[src/rtl/instr_fetch_unit_pkg.sv]
// Shared types and constants for the instruction fetch unit.
// PC select encoding matches the decoder's next-PC select field.
package instr_fetch_unit_pkg;
  localparam int          WORD    = 32;
  localparam logic [31:0] PC_INCR = 32'd4;

  typedef enum logic [1:0] {
    PC_SEL_REG    = 2'b00,
    PC_SEL_BRANCH = 2'b01,
    PC_SEL_JUMP   = 2'b10,
    PC_SEL_SEQ    = 2'b11
  } pc_sel_e;
endpackage

[src/rtl/instr_fetch_unit_if.sv]
// Fetch-unit bus: imem request/response channels plus the decoder handshake.
// master = fetch unit, slave = the memory/decoder environment.
interface instr_fetch_unit_if;
  import instr_fetch_unit_pkg::*;

  logic            imem_req_valid;
  logic [WORD-1:0] imem_req_addr;
  logic            imem_req_ready;
  logic            imem_rsp_valid;
  logic [WORD-1:0] imem_rsp_data;
  logic            instr_valid;
  logic [WORD-1:0] instr;
  logic [WORD-1:0] instr_pc;
  logic            instr_ready;
  logic [1:0]      pc_mux_sel;
  logic            branch_taken;
  logic [WORD-1:0] reg_target;

  modport master (
    output imem_req_valid, imem_req_addr, instr_valid, instr, instr_pc,
    input  imem_req_ready, imem_rsp_valid, imem_rsp_data,
    input  instr_ready, pc_mux_sel, branch_taken, reg_target
  );

  modport slave (
    input  imem_req_valid, imem_req_addr, instr_valid, instr, instr_pc,
    output imem_req_ready, imem_rsp_valid, imem_rsp_data,
    output instr_ready, pc_mux_sel, branch_taken, reg_target
  );
endinterface

[src/rtl/instr_fetch_unit_next_pc.sv]
// Combinational next-PC resolution for the instruction being accepted.
// Sequential flow and not-taken branches report no redirect.
module next_pc_calc
  import instr_fetch_unit_pkg::*;
(
  input  logic [WORD-1:0] i_instr,
  input  logic [WORD-1:0] i_instr_pc,
  input  logic [1:0]      i_pc_mux_sel,
  input  logic            i_branch_taken,
  input  logic [WORD-1:0] i_reg_target,
  output logic            o_redirect,
  output logic [WORD-1:0] o_target
);
  logic [WORD-1:0] w_pc4;
  logic [WORD-1:0] w_br_off;
  logic            w_unused;

  assign w_pc4    = i_instr_pc + PC_INCR;
  assign w_br_off = {{14{i_instr[15]}}, i_instr[15:0], 2'b00};
  assign w_unused = ^{i_instr[31:26], i_reg_target[1:0]};

  always_comb begin
    o_redirect = 1'b0;
    o_target   = w_pc4;
    case (pc_sel_e'(i_pc_mux_sel))
      PC_SEL_REG: begin
        o_redirect = 1'b1;
        o_target   = {i_reg_target[31:2], 2'b00};
      end
      PC_SEL_BRANCH: begin
        o_redirect = i_branch_taken;
        o_target   = w_pc4 + w_br_off;
      end
      PC_SEL_JUMP: begin
        o_redirect = 1'b1;
        o_target   = {w_pc4[31:28], i_instr[25:0], 2'b00};
      end
      default: ;
    endcase
  end
endmodule

[src/rtl/instr_fetch_unit.sv]
// Instruction fetch: single outstanding imem request, output register plus
// one-entry skid toward the decoder, redirect with wrong-path squashing.
module instr_fetch_unit
  import instr_fetch_unit_pkg::*;
#(
  parameter logic [31:0] RESET_PC = 32'h0000_0000
) (
  input logic                clk,
  input logic                rst,
  instr_fetch_unit_if.master bus
);
  logic            r_run, r_outstanding, r_drop, r_skid_valid, r_out_valid;
  logic [WORD-1:0] r_fetch_pc, r_req_pc;
  logic [WORD-1:0] r_skid_instr, r_skid_pc, r_out_instr, r_out_pc;

  logic            w_accept, w_redirect, w_redir;
  logic            w_req_valid, w_req_hs, w_rsp, w_rsp_keep;
  logic [WORD-1:0] w_target;

  next_pc_calc u_next_pc (
    .i_instr        (r_out_instr),
    .i_instr_pc     (r_out_pc),
    .i_pc_mux_sel   (bus.pc_mux_sel),
    .i_branch_taken (bus.branch_taken),
    .i_reg_target   (bus.reg_target),
    .o_redirect     (w_redirect),
    .o_target       (w_target)
  );

  // r_run holds requests off for the cycle in which reset is released
  assign w_req_valid = r_run & ~r_outstanding & ~r_skid_valid;
  assign w_req_hs    = w_req_valid & bus.imem_req_ready;
  assign w_rsp       = bus.imem_rsp_valid & r_outstanding;
  assign w_accept    = r_out_valid & bus.instr_ready;
  assign w_redir     = w_accept & w_redirect;
  assign w_rsp_keep  = w_rsp & ~r_drop & ~w_redir;

  always_ff @(posedge clk) begin
    if (rst) begin
      r_run         <= 1'b0;
      r_fetch_pc    <= RESET_PC;
      r_req_pc      <= RESET_PC;
      r_outstanding <= 1'b0;
      r_drop        <= 1'b0;
      r_skid_valid  <= 1'b0;
      r_skid_instr  <= '0;
      r_skid_pc     <= '0;
      r_out_valid   <= 1'b0;
      r_out_instr   <= '0;
      r_out_pc      <= '0;
    end else begin
      r_run <= 1'b1;

      if (w_redir)       r_fetch_pc <= w_target;
      else if (w_req_hs) r_fetch_pc <= r_fetch_pc + PC_INCR;

      if (w_req_hs) r_req_pc <= r_fetch_pc;

      if (w_req_hs)   r_outstanding <= 1'b1;
      else if (w_rsp) r_outstanding <= 1'b0;

      // Anything in flight at a redirect belongs to the wrong path
      if (w_redir)              r_drop <= w_req_hs | (r_outstanding & ~w_rsp);
      else if (w_rsp && r_drop) r_drop <= 1'b0;

      if (w_redir) begin
        r_out_valid <= 1'b0;
      end else if (w_accept) begin
        if (r_skid_valid) begin
          r_out_instr <= r_skid_instr;
          r_out_pc    <= r_skid_pc;
        end else if (w_rsp_keep) begin
          r_out_instr <= bus.imem_rsp_data;
          r_out_pc    <= r_req_pc;
        end else begin
          r_out_valid <= 1'b0;
        end
      end else if (!r_out_valid && w_rsp_keep) begin
        r_out_valid <= 1'b1;
        r_out_instr <= bus.imem_rsp_data;
        r_out_pc    <= r_req_pc;
      end

      // No request is issued while the skid is full, so fill and drain never coincide
      if (w_redir || w_accept) begin
        r_skid_valid <= 1'b0;
      end else if (w_rsp_keep && r_out_valid) begin
        r_skid_valid <= 1'b1;
        r_skid_instr <= bus.imem_rsp_data;
        r_skid_pc    <= r_req_pc;
      end
    end
  end

  assign bus.imem_req_valid = w_req_valid;
  assign bus.imem_req_addr  = r_fetch_pc;
  assign bus.instr_valid    = r_out_valid;
  assign bus.instr          = r_out_instr;
  assign bus.instr_pc       = r_out_pc;
endmodule

[src/flat_wrapper.sv]
// flat-port wrapper written by rule: the top's interface ports become plain ports
module instr_fetch_unit_flat import instr_fetch_unit_pkg::*;
#(
  parameter logic [31:0] RESET_PC = 32'h0000_0000
)
  (clk, rst, bus_imem_req_valid, bus_imem_req_addr, bus_instr_valid, bus_instr, bus_instr_pc, bus_imem_req_ready, bus_imem_rsp_valid, bus_imem_rsp_data, bus_instr_ready, bus_pc_mux_sel, bus_branch_taken, bus_reg_target);
  instr_fetch_unit_if bus_i ();
  input logic clk;
  input logic rst;
  output wire logic [$bits(bus_i.imem_req_valid)-1:0] bus_imem_req_valid;
  output wire logic [$bits(bus_i.imem_req_addr)-1:0] bus_imem_req_addr;
  output wire logic [$bits(bus_i.instr_valid)-1:0] bus_instr_valid;
  output wire logic [$bits(bus_i.instr)-1:0] bus_instr;
  output wire logic [$bits(bus_i.instr_pc)-1:0] bus_instr_pc;
  input wire logic [$bits(bus_i.imem_req_ready)-1:0] bus_imem_req_ready;
  input wire logic [$bits(bus_i.imem_rsp_valid)-1:0] bus_imem_rsp_valid;
  input wire logic [$bits(bus_i.imem_rsp_data)-1:0] bus_imem_rsp_data;
  input wire logic [$bits(bus_i.instr_ready)-1:0] bus_instr_ready;
  input wire logic [$bits(bus_i.pc_mux_sel)-1:0] bus_pc_mux_sel;
  input wire logic [$bits(bus_i.branch_taken)-1:0] bus_branch_taken;
  input wire logic [$bits(bus_i.reg_target)-1:0] bus_reg_target;
  assign bus_imem_req_valid = bus_i.imem_req_valid;
  assign bus_imem_req_addr = bus_i.imem_req_addr;
  assign bus_instr_valid = bus_i.instr_valid;
  assign bus_instr = bus_i.instr;
  assign bus_instr_pc = bus_i.instr_pc;
  assign bus_i.imem_req_ready = bus_imem_req_ready;
  assign bus_i.imem_rsp_valid = bus_imem_rsp_valid;
  assign bus_i.imem_rsp_data = bus_imem_rsp_data;
  assign bus_i.instr_ready = bus_instr_ready;
  assign bus_i.pc_mux_sel = bus_pc_mux_sel;
  assign bus_i.branch_taken = bus_branch_taken;
  assign bus_i.reg_target = bus_reg_target;
  instr_fetch_unit #(.RESET_PC(RESET_PC)) u_core (.clk(clk), .rst(rst), .bus(bus_i));
endmodule
[config.mk]
export PLATFORM = sky130hd
export DESIGN_NAME = instr_fetch_unit_flat
export DESIGN_NICKNAME = d
export VERILOG_FILES = /design/src/rtl/instr_fetch_unit_pkg.sv /design/src/rtl/instr_fetch_unit_if.sv /design/src/rtl/instr_fetch_unit_next_pc.sv /design/src/rtl/instr_fetch_unit.sv /design/src/flat_wrapper.sv
export SDC_FILE = /design/constraint.sdc
export NUM_CORES = 1
export LEC_CHECK = 0
export ABC_CLOCK_PERIOD_IN_PS = 3800
export CAP_MARGIN = 20
export CELL_PAD_IN_SITES_DETAIL_PLACEMENT = 0
export CELL_PAD_IN_SITES_GLOBAL_PLACEMENT = 1
export CORE_MARGIN = 3
export CORE_UTILIZATION = 36
export DETAILED_ROUTE_END_ITERATION = 12
export HOLD_SLACK_MARGIN = 0.1
export PLACE_DENSITY_LB_ADDON = 0.1
export REMOVE_ABC_BUFFERS = 1
export SYNTH_ARGS = -nofsm -noshare
export SYNTH_HDL_FRONTEND = slang
export SYNTH_SLANG_ARGS = --single-unit
[constraint.sdc]
create_clock -name clk -period 3.8 [get_ports clk]
set_clock_uncertainty 0.1 [all_clocks]
set_input_delay 0.76 -clock clk [delete_from_list [all_inputs] [get_ports clk]]
set_output_delay 0.76 -clock clk [all_outputs]
set_load 0.01 [all_outputs]
==> flow_summary.ini <==
[status]
status = finished, final reports clean

[logic_synthesis]
muxShareOfSynthArea = 0.06591
synth_common_cells = 246 x nand2_1, 197 x dfxtp_1, 151 x a21oi_1
yosysSeqAreaShare = 0.3710
synth_top_area_frac = 0.3710
synth_top_family_by_area = compound AO/OA/AOI/OAI gates
synth_adder_area_share = 0.04426
ys_ff_latch = 197
syn_inst = 1327
yosys_warnings = 0
synth_area_sq_um = 10630
synthXorXnorAreaFrac = 0.06179
synth.most_common_cell = nand2_1
synthDistinctLibCells = 72
ys_top_cells_by_area = dfxtp_1 37%, nand2_1 8.7%, a21oi_1 7.1%
synthFlopType = dfxtp_1
synth_area_per_cell_sq_um = 8.011
synth_compound_area_frac = 0.2150
synth_edf_count = 0
yosysTopAreaCell = dfxtp_1
ys_async_sr_fraction = 0
yosys.area_share.simple = 0.2040

[die]
die_h_um = 177.8
num_io_pins = 170
core_sq_um = 28940
die_x_um = 177.8
rows = 62
start_util = 0.3674
dieArea_sq_um = 31630

[setup_path]
cp-end-kind = flip-flop
arrival_ns = 3.86
r2r_start = u_core.bus.instr_pc[6]
crit_required_ns = 4.04
r2r_cells = 14
cp-start-kind = flip-flop
r2r_end = u_core.bus.imem_req_addr[29]
crit_end = u_core.bus.imem_req_addr[29]
critPathKind = reg -> reg
startpoint = u_core.bus.instr_pc[6]
reg2reg_slack_ns = 0.17
path_max_fanout = 6

[placed_design]
io_buffers = 167
placedCellCount = 1873
gp_congestion = 0.8946
dp_hpwl_um = 25960

[clock_network]
cts.clk_slew.worst_paths_ns = 0.08
cts_sinks = 197
insertion_delay_ns = 0.45
clockBufferDepth = 2
cts_made_buffers = 17
hold_buffers = 0
cts_tree = yes
h-tree-depth = 4
cts-root-buf = clkbuf_16

[drt]
drt_drc_violations_left = 0
met2_wirelength_um = 17270
wl_per_cell_um = 18.79
highest_layer = met4
post_drt_via_cell_ratio = 5.330
routed-wl-met3_um = 1699
vias = 10150
met1_length_um = 16190
dr.pass1.iters = 5
drt_wl_total_um = 35800
drtIter0Drc = 636
ant_nets = 0

[final_layout]
drive_gt1_frac = 0.1006
multiInputGateArea_sq_um = 6351
regArea_sq_um = 3944
fin_cells = 1905
utilization = 0.4753
syn2layout_area_growth_pct = 29.37
layout.nets = 1617
fill_cells = 2873
diodes = 0

[sta]
setup_tns_ns = 0
setup_viol = 0
whs_ns = 0.3531
tightest_slew_ns = 0.8746
fin_crit_sh = 0.9545
hold_viol = 0
max_slew_margin = 0.4170
period_minus_slack_ns = 3.627
rsz0062_at_grt = true
max_clock_freq_mhz = 275.7
slew_violations = 0

[run]
cap_violations = 0

[global_route]
grt_first_pass_wirelength_um = 54890
antenna_found_initial = 0
grt_use_total = 0.2241
first_global_vias = 9557
grt-ovfl-total = 0
grt_max_degree = 102

[power]
vdd_ir_drop_max_mv = 0.2975
p_total_mw = 4.557
p_leak_nw = 5.413
power.density_nw_per_um2 = 331.4

[worst_hold_path]
hold_class = reg -> reg
-- cells in the final DEF, fill, tap and decap left out, types with 5 or more instances in the layout --
cell type        Yosys  layout
mux2i_1             70      70
and2_1               6       5
a211oi_1            77      76
nor2_1             127     127
clkdlybuf4s50_1      0     165
a21o_1               7       7
o21ai_0             33      32
nand3_1             27      26
nand4_1             17      17
clkbuf_16            0      17
and3_1              14      13
buf_12               0       5
nand2_1            246     245
buf_4                0      74
nor2b_1              8       8
or2_2                5       5
xor2_1              34      34
ha_1                36      36
a31oi_1              5       5
o21ai_1              4       5
dfxtp_1            197     197
xnor2_1             41      41
inv_1               19      19
inv_6                0       6
o221ai_1             5       5
a221oi_1             6       6
o221a_2              5       5
a2111oi_0            7       7
a21oi_1            151     151
o22ai_1              6       6
nor3_1               9       8
o21a_1               7       7
-- state kept, by name, indices dropped and copies added, names as in the netlist --
name	count
u_core.r_req_pc	32
u_core.r_drop	1
u_core.r_skid_instr	32
u_core.bus.imem_req_addr	32
u_core.r_skid_valid	1
u_core.bus.instr_valid	1
u_core.bus.instr	32
u_core.r_skid_pc	32
u_core.r_run	1
u_core.r_outstanding	1
u_core.bus.instr_pc	32
-- worst max-delay path: stages, from the launching register on --
cell      delay [ns]
dfxtp_1         0.34
and4_4          0.28
nand2_1         0.14
or2_2           0.39
nor2_1          0.16
xor2_1          0.19
ha_1            0.27
a21o_1          0.19
a211oi_2        0.21
o21a_1          0.19
o21a_1          0.22
a21oi_4         0.09
or4_1           0.46
a31oi_1         0.18
a21oi_1         0.08
-- power by group --
group	total, mW	leakage [nW]	internal (mW)	switching (mW)
Combinational	0.570	3.54	0.267	0.302
Clock	1.84	0.282	0.943	0.894
Sequential	2.15	1.59	2.10	0.0464
Total	4.56	5.41	3.31	1.24
-- routing by layer --
| layer | track usage | vias up |
|---|---|---|
| met1 | 0.2989 | 4803 |
| met4 | 0.06185 | 0 |
| met2 | 0.3743 | 233 |
| met3 | 0.03723 | 36 |
| li1 | - | 5081 |
| met5 | 0 | - |
-- how the worst min path moves through the flow --
stage                            start                 endpoint  slack (ns)  cells after the start
2_1_floorplan   u_core.r_skid_instr[0]   u_core.r_skid_instr[0]        0.33                      2
3_3_place_gp      u_core.r_skid_pc[20]     u_core.r_skid_pc[20]        0.34                      2
3_5_place_dp      u_core.r_skid_pc[31]     u_core.r_skid_pc[31]        0.35                      2
4_1_cts        u_core.r_skid_instr[20]  u_core.r_skid_instr[20]        0.36                      2
5_1_grt           u_core.r_skid_pc[10]     u_core.r_skid_pc[10]        0.37                      2
6_report           u_core.r_skid_pc[0]      u_core.r_skid_pc[0]        0.35                      2
-- kinds of logic (layout without fill, tap and decap cells) --
group	count (synthesis)	count (layout)
and+or+nand+nor	489	489
AOI/OAI and AO/OA	355	355
DFF	197	197
buffers and inverters	104	298
xor gates and xnor gates	75	75
muxes	70	70
adders and majority gates	37	37
-- stage by stage --
step	setup slack, ns	cell area [sq um]
after global routing	-0.04463	13750
final	0.1730	13750
after floorplan	-4.936	10300
after global placement	0.1262	13130
after CTS	0.04349	13700
after detailed placement	0.1036	13130
-- layout make-up --
class / count / share of cell area
Clock buffer: 18 / 0.03194
Clock inverter: 14 / 0.01010
Inverter: 20 / 0.005459
Multi-Input combinational cell: 1026 / 0.4618
Sequential cell: 197 / 0.2868
Tap cell: 384 / 0.03494
Timing Repair Buffer: 246 / 0.1690
-- timing repair --
item                                    in CTS  in global routing
endpoints found under the setup margin       0                  6
resized for setup                            0                 13
setup buffers                                0                  0
No activity file was read; power rests on OpenSTA's default activity.
==> patch 1, RTL diff (same flow settings) <==
Make the reset (`rst`) asynchronous in one clocked block.
--- a/src/rtl/instr_fetch_unit.sv
+++ b/src/rtl/instr_fetch_unit.sv
@@ -36,5 +36,5 @@
   assign w_rsp_keep  = w_rsp & ~r_drop & ~w_redir;
 
-  always_ff @(posedge clk) begin
+  always_ff @(posedge clk or posedge rst) begin
     if (rst) begin
       r_run         <= 1'b0;
Behaviour: differs if rst is asserted again (counterexample within 4 cycles, from zero or initial values and one cycle with rst high); with rst held inactive, the same outputs for 4 cycles.
==> patch 1 against the unedited design <==
Sequential cell count did not move; final area rose by 5.1%; utilization rose by 0.49 points; synthesized cell count fell by 16%; area after synthesis rose by 5.1%; largest cell class unchanged; setup slack improved by 0.078 ns; via count fell by 9.7%; wire length fell by 3.4%; non-clock buffer count rose by 2.
Power is not compared: it rests on default switching activity, and its combinational part moved more than twofold at a synthesized area within 25%.
==> patch 1: results (changes against the unedited design) <==
INFO  metric met1_usage = 30.72% (was 29.89%)
INFO  metric critical-path-top-delay-family = compound AO/OA/AOI/OAI gates (was simple AND/OR/NAND/NOR gates)
INFO  metric placedInstanceArea = 13820 um^2 (was 13130 um^2)
INFO  metric synth_async_sr_flop_share = 100.0% (was 0%)
INFO  metric timing.hold.worst_endpoint = u_core.r_skid_instr[2]$_DFFE_PP0P_ (was u_core.r_skid_pc[0]$_SDFFE_PP0P_)
INFO  metric nonClockInverterCount = 18 (was 20)
INFO  metric layout.core_utilization = 48.01% (was 47.53%)
INFO  metric total_power = ~13000 uW
INFO  metric count_of_routing_violations_after_the_opening_detailed_route_iteration = 607 (was 636)
INFO  metric hpwlAfterDp = 24.63 mm (was 25.96 mm)
INFO  metric multi_input_area_share = 41.84% (was 46.18%)
INFO  metric seq_area_frac_synth = 44.11% (was 37.10%)
INFO  metric finalWeightedCongestion = 0.9076 (was 0.8946)
INFO  metric synth.distinct_cells = 62 (was 72)
INFO  metric track_usage = 20.97% (was 22.41%)
INFO  metric grt_util_met3 = 3.468% (was 3.723%)
INFO  metric gr_util_met2 = 33.02% (was 37.43%)
INFO  metric final_net_count = 1434 (was 1617)
INFO  metric met3RoutedLength = 1.504 mm (was 1.699 mm)
INFO  metric routed_length_on_met1 = 17.07 mm (was 16.19 mm)
INFO  metric met2_length = 15.67 mm (was 17.27 mm)
INFO  metric timing.critical_path.arrival = 3.83 ns (was 3.86 ns)
INFO  metric final.fill_count = 2848 (was 2873)
INFO  metric layout.clock.cell_area_share = 3.990% (was 4.203%)
INFO  metric critPathSlowestCell = a221o_2 (was or4_1)
INFO  metric run_status = finished clean (unchanged)
INFO  metric hold_depth = 1 (was 2)
INFO  metric grt_pass1_wl = 54.17 mm (was 54.89 mm)
INFO  metric synth.area.top_cells = dfrtp_1 (44%), mux2_2 (10%), mux2i_1 (6.2%) (was dfxtp_1 (37%), nand2_1 (8.7%), a21oi_1 (7.1%))
INFO  metric stage_delay_of_the_slowest_cell_on_the_critical_path = 0.48 ns (was 0.46 ns)
INFO  metric fin_cells = 1728 (was 1905)
INFO  metric timing.reg2reg.setup_slack = 0.25 ns (was 0.17 ns)
INFO  metric nMultiInputCombCells = 843 (was 1026)
INFO  metric buf_share = 16.17% (was 16.90%)
INFO  metric avgRoutedWirePerCell = 20.01 um (was 18.79 um)
INFO  metric synth_commonest_cells = dfrtp_1 (197), a21oi_1 (136), nor2_1 (122) (was nand2_1 (246), dfxtp_1 (197), a21oi_1 (151))
INFO  metric grt_start_max_net_pins = 83 (was 102)
INFO  metric finalWorstSetupSlack = 0.2505 ns (was 0.1730 ns)
INFO  metric min_delay_startpoint = u_core.r_skid_instr[2]$_DFFE_PP0P_ (was u_core.r_skid_pc[0]$_SDFFE_PP0P_)
[patch 1: cell count changes in the layout (fill, tap and decap cells not counted), sizes merged, moves of 9 or more]
| cell | unedited run | this run |
|---|---|---|
| mux2 | 0 | 102 |
| a21oi | 155 | 136 |
| dfxtp | 197 | 0 |
| nand2 | 246 | 58 |
| xnor2 | 41 | 50 |
| a211oi | 77 | 4 |
| o22ai | 6 | 15 |
| dfrtp | 0 | 197 |
| nor3 | 11 | 22 |
[patch 1: kinds of logic (layout without fill, tap and decap cells)]
logic type | Yosys count | count (layout) | share of synthesized area, %
buffers and inverters | 77 | 298 | 2.631
adder cells (fa/ha/maj) | 37 | 37 | 4.209
AO/OA/AOI/OAI | 241 | 241 | 12.90
flip-flops | 197 | 197 | 44.11
multiplexers | 172 | 172 | 16.66
AND/OR/NAND/NOR | 312 | 312 | 13.20
XOR/XNOR | 80 | 80 | 6.269
other | 1 | 1 | 0.03355
==> patch 2, RTL diff (same settings) <==
Without the edit above. Remove the case item `PC_SEL_BRANCH` of the case on `pc_sel_e'(i_pc_mux_sel)`.
--- a/src/rtl/instr_fetch_unit_next_pc.sv
+++ b/src/rtl/instr_fetch_unit_next_pc.sv
@@ -28,8 +28,4 @@
         o_target   = {i_reg_target[31:2], 2'b00};
       end
-      PC_SEL_BRANCH: begin
-        o_redirect = i_branch_taken;
-        o_target   = w_pc4 + w_br_off;
-      end
       PC_SEL_JUMP: begin
         o_redirect = 1'b1;
Function: same outputs for any inputs over 4 cycles, from zero or initial values and one cycle with rst high; that may be too few to reach the edited logic, so the function may still have changed.
==> patch 2 against the unedited design <==
Setup slack improved by 0.91 ns; total power decreased by 3.9%; final area decreased by 20%; wire length decreased by 32%; via count decreased by 30%; utilization increased by 0.52 points; critical path depth decreased by 9; sequential cell count unchanged; clock power increased by 4%; area after synthesis decreased by 21%; first-iteration DRC count decreased by 37%.
==> patch 2: results (changes against the unedited design) <==
INFO  metric leakage = 0.003882 uW (was 0.005413 uW)
INFO  metric min-delay-path-class = flip-flop to flip-flop (unchanged)
INFO  metric number_of_global_route_vias_before_repair = 6794 (was 9557)
INFO  metric worst_ir_drop_vdd = 0.2540 mV (was 0.2975 mV)
INFO  metric count_of_routing_violations_after_the_opening_detailed_route_iteration = 399 (was 636)
INFO  metric detailroute.via_count = 7102 (was 10150)
INFO  metric cts-root-buf = clkbuf_16 (unchanged)
INFO  metric post-place-ws = 0.6433 ns (was 0.1036 ns)
INFO  metric finalWeightedCongestion = 0.7704 (was 0.8946)
INFO  metric antenna_found_initial = 1 (was 0)
INFO  metric grt_start_max_net_pins = 73 (was 102)
INFO  metric seq_area_frac_synth = 46.94% (was 37.10%)
INFO  metric synth.area.top_cells = dfxtp_1 (47%), nand2_1 (9.2%), mux2i_1 (8.3%) (was dfxtp_1 (37%), nand2_1 (8.7%), a21oi_1 (7.1%))
INFO  metric portBuffers = 166 (was 167)
INFO  metric worst-r2r-cell-count = 4 (was 14)
INFO  metric cts_inserted_buffers = 17 (unchanged)
INFO  metric worst_pin_slew = 0.9656 ns (was 0.8746 ns)
INFO  metric critical_path.reg2reg.startpoint = u_core.bus.instr_valid$_SDFFE_PP0P_ (was u_core.bus.instr_pc[6]$_SDFFE_PP0P_)
INFO  metric synth_commonest_cells = nand2_1 (206), dfxtp_1 (197), a21oi_1 (113) (was nand2_1 (246), dfxtp_1 (197), a21oi_1 (151))
INFO  metric synth_async_sr_flop_share = 0% (unchanged)
INFO  metric min_delay_startpoint = u_core.r_skid_pc[6]$_SDFFE_PP0P_ (was u_core.r_skid_pc[0]$_SDFFE_PP0P_)
INFO  metric firstDrtPassIters = 4 (was 5)
INFO  metric critPathSlowestCell = clkdlybuf4s50_1 (was or4_1)
INFO  metric stage_delay_of_the_slowest_cell_on_the_critical_path = 0.70 ns (was 0.46 ns)
INFO  metric final.fill_count = 2282 (was 2873)
INFO  metric clock_insertion_delay_worst_skew = 0.43 ns (was 0.45 ns)
INFO  metric timing.reg2reg.setup_slack = 1.51 ns (was 0.17 ns)
INFO  metric detail_route.wirelength = 24.22 mm (was 35.80 mm)
INFO  metric synth.distinct_cells = 44 (was 72)
INFO  metric run_status = finished clean (unchanged)
INFO  metric track_usage = 19.20% (was 22.41%)
INFO  metric final_net_count = 1184 (was 1617)
INFO  metric p_sw_share = 23.81% (was 27.28%)
INFO  metric final_layout_size_suffix_gt1_share = 6.863% (was 10.06%)
INFO  metric cts-root-to-sink-buffers = 2 (unchanged)
INFO  metric grt_pass1_wl = 39.01 mm (was 54.89 mm)
INFO  metric timing.hold.worst_endpoint = u_core.r_skid_pc[6]$_SDFFE_PP0P_ (was u_core.r_skid_pc[0]$_SDFFE_PP0P_)
INFO  metric worst_reg2reg_endpoint = u_core.bus.imem_req_addr[27]$_SDFFE_PP0P_ (was u_core.bus.imem_req_addr[29]$_SDFFE_PP0P_)
INFO  metric crit_fanout = 40 (was 6)
INFO  metric hpwlAfterDp = 16.27 mm (was 25.96 mm)
[patch 2: changes by cell type after synthesis, moves of 11 or more]
cell and delta:
xor2_1 -30, nand2_1 -40, a21oi_1 -38, nor2_1 -48
inv_1 -11, o21ai_0 -19, nand3_1 -13, xnor2_1 -19
ha_1 -34
[patch 2: final cells by class]
class,instances,area share (%)
multi-input combinational,701,37.72
sequential,197,36.04
timing repair buffer,185,16.79
clock buffer,19,4.047
tap,313,3.578
clock inverter,12,1.555
inverter,8,0.2744
[patch 2: cells by family (layout without fill, tap and decap cells)]
family / Yosys count / in the layout / synth area share, %
muxes: 79 / 79 / 9.546
DFF: 197 / 197 / 46.94
AOI/OAI and AO/OA: 232 / 232 / 17.19
xor gates and xnor gates: 26 / 26 / 2.710
buffers and inverters: 88 / 224 / 4.304
and+or+nand+nor: 362 / 362 / 19.02
adders and majority gates: 2 / 2 / 0.2978
[patch 2: per-stage QoR]
stage / std cells / power [uW] / utilization, % / hold WS, ns / instance area [um^2]
3_3_place_gp: 1404 / 2517 / 45.36 / 0.3403 / 10330
4_1_cts: 1435 / 4434 / 48.05 / 0.3557 / 10940
5_1_grt: 1435 / 4545 / 48.05 / 0.3654 / 10940
3_5_place_dp: 1404 / 2517 / 45.36 / 0.3458 / 10330
2_1_floorplan: 906 / 2294 / - / 0.3296 / 8070
6_report: 1435 / 4381 / 48.05 / 0.3542 / 10940
[patch 2: power groups by stage]
stage               sequential [uW]  clock, uW  combinational, uW
floorplan                      2190          0                108
detailed placement             2180          0                339
global route                   2140       2040                369
global placement               2180          0                339
finish                         2130       1920                336
CTS                            2130       1960                340
[patch 2: critical path: cells and delay by family]
kind / cells / cell delay (ns)
AND/OR/NAND/NOR: 2 / 0.88
AO/OA/AOI/OAI: 2 / 0.53
buffers and inverters: 1 / 0.70
[patch 2: worst max path at each step]
stage	slack [ns]	to	from
after floorplan	-2.44	u_core.bus.instr[0]$_SDFFE_PP0P_	bus_imem_rsp_valid
after global placement	0.66	u_core.bus.imem_req_addr[27]$_SDFFE_PP0P_	bus_instr_ready
after CTS	1.09	u_core.bus.imem_req_addr[27]$_SDFFE_PP0P_	bus_instr_ready
final	1.08	u_core.bus.imem_req_addr[27]$_SDFFE_PP0P_	bus_instr_ready
after detailed placement	0.64	u_core.bus.imem_req_addr[27]$_SDFFE_PP0P_	bus_instr_ready
after global routing	0.95	u_core.bus.imem_req_addr[27]$_SDFFE_PP0P_	bus_instr_ready
[patch 2: routing by layer]
layer	part of all wire, %	global-route usage, %
met1	49	26.65
met2	45	30.01
met3	4.9	4.513
met4	1.2	5.292
met5	0.054	0
